==> src/rtl/vend_ctrl_if.sv <==
// Vending controller I/O bundle: pulse/level inputs and registered status outputs.
interface vend_ctrl_if;
   logic       i_coin_n;
   logic       i_sel_n;
   logic       i_cancel_n;
   logic       i_empty;
   logic [3:0] o_credit;
   logic       o_dispense;
   logic       o_refund;
   logic       o_reject;
   logic       o_busy;

   modport slave (
      input  i_coin_n, i_sel_n, i_cancel_n, i_empty,
      output o_credit, o_dispense, o_refund, o_reject, o_busy
   );

   modport master (
      output i_coin_n, i_sel_n, i_cancel_n, i_empty,
      input  o_credit, o_dispense, o_refund, o_reject, o_busy
   );
endinterface

==> src/rtl/vend_ctrl.sv <==
// Coin-credit vending controller: accumulates credit, dispenses on select,
// refunds remaining credit one unit per cycle. All outputs are registered.
module vend_ctrl #(
   parameter int unsigned PRICE       = 3,
   parameter int unsigned MAX_CREDIT  = 9,
   parameter int unsigned DISP_CYCLES = 4
) (
   input logic        i_clk,
   input logic        i_rst,
   vend_ctrl_if.slave bus
);

   localparam int unsigned CNT_W    = (DISP_CYCLES > 1) ? $clog2(DISP_CYCLES) : 1;
   localparam logic [3:0]  PRICE_C  = 4'(PRICE);
   localparam logic [3:0]  MAX_C    = 4'(MAX_CREDIT);
   localparam logic [CNT_W-1:0] CNT_LOAD = CNT_W'(DISP_CYCLES - 1);

   typedef enum logic [1:0] {
      IDLE     = 2'd0,
      DISPENSE = 2'd1,
      REFUND   = 2'd2
   } state_t;

   state_t           state;
   logic [3:0]       credit;
   logic [CNT_W-1:0] cnt;
   logic             dispense;
   logic             refund;
   logic             reject;
   logic             busy;

   logic coin, sel, cancel;
   assign coin   = ~bus.i_coin_n;
   assign sel    = ~bus.i_sel_n;
   assign cancel = ~bus.i_cancel_n;

   // Main FSM: state, credit, dispense counter and all registered outputs.
   // IDLE priority cascades cancel > select > coin; an event that is ignored
   // (cancel at zero credit, unaffordable/empty select) lets the next one through.
   always_ff @(posedge i_clk or negedge i_rst) begin
      if (!i_rst) begin
         state    <= IDLE;
         credit   <= '0;
         cnt      <= '0;
         dispense <= 1'b0;
         refund   <= 1'b0;
         reject   <= 1'b0;
         busy     <= 1'b0;
      end else begin
         reject <= 1'b0;
         refund <= 1'b0;
         unique case (state)
            IDLE: begin
               if (cancel && credit != '0) begin
                  state  <= REFUND;
                  busy   <= 1'b1;
                  reject <= coin;
               end else if (sel && credit >= PRICE_C && !bus.i_empty) begin
                  state    <= DISPENSE;
                  busy     <= 1'b1;
                  dispense <= 1'b1;
                  cnt      <= CNT_LOAD;
                  credit   <= credit - PRICE_C;
                  reject   <= coin;
               end else if (coin) begin
                  if (credit < MAX_C)
                     credit <= credit + 4'd1;
                  else
                     reject <= 1'b1;
               end
            end
            DISPENSE: begin
               reject <= coin;
               if (cnt == '0) begin
                  dispense <= 1'b0;
                  if (credit != '0) begin
                     state <= REFUND;
                  end else begin
                     state <= IDLE;
                     busy  <= 1'b0;
                  end
               end else begin
                  cnt <= cnt - 1'b1;
               end
            end
            REFUND: begin
               reject <= coin;
               if (credit != '0) begin
                  refund <= 1'b1;
                  credit <= credit - 4'd1;
                  if (credit == 4'd1) begin
                     state <= IDLE;
                     busy  <= 1'b0;
                  end
               end else begin
                  state <= IDLE;
                  busy  <= 1'b0;
               end
            end
            default: begin
               state    <= IDLE;
               busy     <= 1'b0;
               dispense <= 1'b0;
            end
         endcase
      end
   end

   assign bus.o_credit   = credit;
   assign bus.o_dispense = dispense;
   assign bus.o_refund   = refund;
   assign bus.o_reject   = reject;
   assign bus.o_busy     = busy;

endmodule

==> src/flat_wrapper.sv <==
// flat-port wrapper written by rule: the top's interface ports become plain ports
module vend_ctrl_flat 
#(
   parameter int unsigned PRICE       = 3,
   parameter int unsigned MAX_CREDIT  = 9,
   parameter int unsigned DISP_CYCLES = 4
)
  (i_clk, i_rst, bus_i_coin_n, bus_i_sel_n, bus_i_cancel_n, bus_i_empty, bus_o_credit, bus_o_dispense, bus_o_refund, bus_o_reject, bus_o_busy);
  vend_ctrl_if bus_i ();
  input logic i_clk;
  input logic i_rst;
  input wire logic [$bits(bus_i.i_coin_n)-1:0] bus_i_coin_n;
  input wire logic [$bits(bus_i.i_sel_n)-1:0] bus_i_sel_n;
  input wire logic [$bits(bus_i.i_cancel_n)-1:0] bus_i_cancel_n;
  input wire logic [$bits(bus_i.i_empty)-1:0] bus_i_empty;
  output wire logic [$bits(bus_i.o_credit)-1:0] bus_o_credit;
  output wire logic [$bits(bus_i.o_dispense)-1:0] bus_o_dispense;
  output wire logic [$bits(bus_i.o_refund)-1:0] bus_o_refund;
  output wire logic [$bits(bus_i.o_reject)-1:0] bus_o_reject;
  output wire logic [$bits(bus_i.o_busy)-1:0] bus_o_busy;
  assign bus_i.i_coin_n = bus_i_coin_n;
  assign bus_i.i_sel_n = bus_i_sel_n;
  assign bus_i.i_cancel_n = bus_i_cancel_n;
  assign bus_i.i_empty = bus_i_empty;
  assign bus_o_credit = bus_i.o_credit;
  assign bus_o_dispense = bus_i.o_dispense;
  assign bus_o_refund = bus_i.o_refund;
  assign bus_o_reject = bus_i.o_reject;
  assign bus_o_busy = bus_i.o_busy;
  vend_ctrl #(.PRICE(PRICE), .MAX_CREDIT(MAX_CREDIT), .DISP_CYCLES(DISP_CYCLES)) u_core (.i_clk(i_clk), .i_rst(i_rst), .bus(bus_i));
endmodule
==> config.mk <==
export PLATFORM = sky130hd
export DESIGN_NAME = vend_ctrl_flat
export DESIGN_NICKNAME = d
export VERILOG_FILES = /design/src/rtl/vend_ctrl_if.sv /design/src/rtl/vend_ctrl.sv /design/src/flat_wrapper.sv
export SDC_FILE = /design/constraint.sdc
export NUM_CORES = 1
export LEC_CHECK = 0
export ABC_AREA = 1
export CAP_MARGIN = 20
export CORE_MARGIN = 3
export CORE_UTILIZATION = 35
export CTS_CLUSTER_SIZE = 14
export DETAILED_ROUTE_END_ITERATION = 8
export HOLD_SLACK_MARGIN = 0.15
export PLACE_DENSITY = 0.55
export SKIP_LAST_GASP = 1
export SLEW_MARGIN = 20
export SYNTH_ARGS = -nofsm -noshare
export SYNTH_HDL_FRONTEND = slang
export SYNTH_SLANG_ARGS = --single-unit
==> constraint.sdc <==
create_clock -name i_clk -period 1.8 [get_ports i_clk]
set_input_delay 0.45 -clock i_clk [delete_from_list [all_inputs] [get_ports i_clk]]
set_output_delay 0.45 -clock i_clk [all_outputs]
set_load 0.02 [all_outputs]
==> metrics.txt <==
# DRC=0; clk_skew=about 5.3 ps; Critical R2R Capture=u_core.bus.o_credit[0]; vias=approximately 800; Die Ht=roughly 60 µm; DIE AREA=approximately 0.0035 mm²; number of DRC markers in iteration 0=27; worst path bufs/invs=1; number of diodes=0; DRT Pass-1 Iters=4; PnR worst setup slack=76.80 ps; Vias/cell=4.460; status=finished clean; area leader, netlist=dfrtp_1; HPWL Detailed=around 1500 µm; fmax=580.3 MHz; share of post-route cells with drive strength above 1=between 10% and 20%; CTS clk-pin slew, worst paths=80 ps; RSZ-0062 raised after global routing=no; worst-margin pin slew=roughly 420 ps; critical path's top delay family=buffers and inverters; total gr overflow=0; DP Worst Slack=approximately 110 ps; row count=18; critical path's slowest cell=clkdlybuf4s50_1; initial antenna violation count=0; Inserted Clock Buffers=3; starting density of the core=roughly two fifths; Leak=between 0.0006 and 0.0007 µW; Warnings, synthesis=0; input/output buffers=13; area of the mapped netlist=991.0 µm²; Critical Path End Type=output port; Hold Buf Count CTS=0; Wirelength per Cell=between 10 and 15 µm; top cells by area, synth=dfrtp_1 30%, nand2_1 15%, ha_1 10%, inv_1 7.2%, nand3_4 5.3%; Yosys top cell area share=30.30%; Worst Reg-to-Reg Cells=8; GPL Wtd Cong=roughly 0.8; Worst EP required=approximately 1400 ps; maxcap violations=0; CP max stage delay=620 ps; post_cts resized=2; Synthesized Nets=141; WL final=around 1800 µm; fin crit share=a little over nine tenths; pin count of the biggest net entering global routing=13; cells after synthesis=127; syn_area_per_cell=between 7 and 8 µm²; slew margin rel.=between 70% and 80%; r2r setup slk=~210 ps; first-pass GRT wire length=approximately 3300 µm; most frequent cells in the layout=39 x nand2_1, 19 x inv_1, 12 x dfrtp_1, 11 x clkdlybuf4s50_1, 8 x ha_1; Setup crit start kind=flip-flop; Worst Path Max Fanout=2; Final Max Slew Viols=0; vias in the first global route=between 700 and 800; TritonCTS clock tree=yes; Post-CTS Setup Inserts=0; Ports=14; post-synthesis cell type count=26; Setup-failing EPs final=0; commonest non-fill, non-tap cell in the layout=nand2_1; H-tree depth=1; area grow syn2layout=21.72%; Root Buffer=clkbuf_4; Pwr per Cell Area=roughly 2000 mW/mm²; Peak VDD IR=1.001 mV; Tightest Hold Check Type=in -> async; crit path time final=~1700 ps; sequential fraction of the synthesis area=a little under a third; CP Launch Point=u_core.bus.o_credit[3]; Worst Path Arrival=1270 ps; #FFs+latches synth=12; CTS Sinks=12; cells along the critical path=clkdlybuf4s50_1; Clock Tree Buf Depth=2; Die X=~60 µm; setup_tns=0 ps; Routed Antenna Nets=0; Setup CP Type=reg -> out; Placeable Area=~0.0026 mm²; NumNets Final=approximately 160; final hold vios=0; Skew-Pair Late Insertion Delay=between 200 and 300 ps; Critical R2R Launch=u_core.bus.o_credit[0]; Total Routing Usage GR=between 10% and 20%
registers in the layout, indices dropped and copies added, names as in the netlist:
name,count
u_core.bus.o_busy,1
u_core.bus.o_dispense,1
u_core.bus.o_reject,1
u_core.bus.o_refund,1
u_core.bus.o_credit,4
u_core.state,2
u_core.cnt,2
synth_stat cells:
library cell and count:
a21oi_1 4, buf_4 1, buf_6 1, clkbuf_2 1, clkinv_2 1, dfrtp_1 12
ha_1 8, inv_1 19, inv_2 2, nand2_1 39, nand2_2 5, nand2_4 3
nand3_1 7, nand3_2 2, nand3_4 3, nand4_1 3, nor2_1 2, nor2_4 1
o211ai_1 1, o21ai_0 2, o21ai_1 3, o21ai_4 1, or2_2 1, xnor2_1 2
xor2_1 2, xor2_2 1
per-stage QoR:
step                      cells  power, µW  cell area (µm²)  hold slack (ps)  utilization, %
final                       176       2392             1206            460.9           46.57
after global routing        176       2679             1206            461.3           46.57
after CTS                   176       2420             1206            471.7           46.57
after detailed placement    172       2204             1172            461.3           45.27
after global placement      172       2197             1172            455.4           45.27
after floorplan             127       1784            991.0            154.4               -
cell type report:
cell class              instances  area (µm²)
fillers                       248        1384
multi-input cells              90       583.1
flip-flops and latches         12       300.3
repair buffers                 18       165.2
inverters                      22       83.83
well taps                      30       37.54
clock buffers                   4       36.28
logic make-up (layout without fill, tap and decap cells):
group / Yosys count / in the layout / synth area share (%)
compound gates: 11 / 11 / 6.945
fa+ha+maj: 8 / 8 / 10.10
buf+inv: 25 / 44 / 10.86
flops: 12 / 12 / 30.30
simple gates: 66 / 66 / 36.62
xor+xnor: 5 / 5 / 5.178
worst register-to-register path, delay by kind of cell (launching register included):
| family | cells | cell delay, ps |
|---|---|---|
| and+or+nand+nor | 5 | 450 |
| buffers and inverters | 1 | 160 |
| xor gates and xnor gates | 1 | 160 |
| adders and majority gates | 1 | 280 |
| DFF | 1 | 450 |
routing by layer:
metal  GRT usage, %  part of all wire [%]
met1          16.38                    51
met2          18.88                    43
met5              0                     0
met3          4.575                   5.1
met4          4.854                  0.76
where the power goes:
group | leakage (µW) | internal (µW) | switching (µW)
logic | 0.000478 | 683 | 985
registers | 0.000149 | 406 | 97.7
clock network | 0.0000210 | 123 | 96.3
total | 0.000648 | 1210 | 1180
how the worst max path moves through the flow:
stage | to | slack [ps] | cells past startpoint
after global routing | bus_o_credit[3] | 20 | 1
after global placement | u_core.bus.o_credit[3] | 150 | 10
after CTS | bus_o_credit[3] | 50 | 1
after detailed placement | u_core.bus.o_credit[3] | 110 | 10
final | bus_o_credit[3] | 80 | 1
after floorplan | u_core.bus.o_credit[3] | 210 | 10
(Power assumes the default switching activity.)
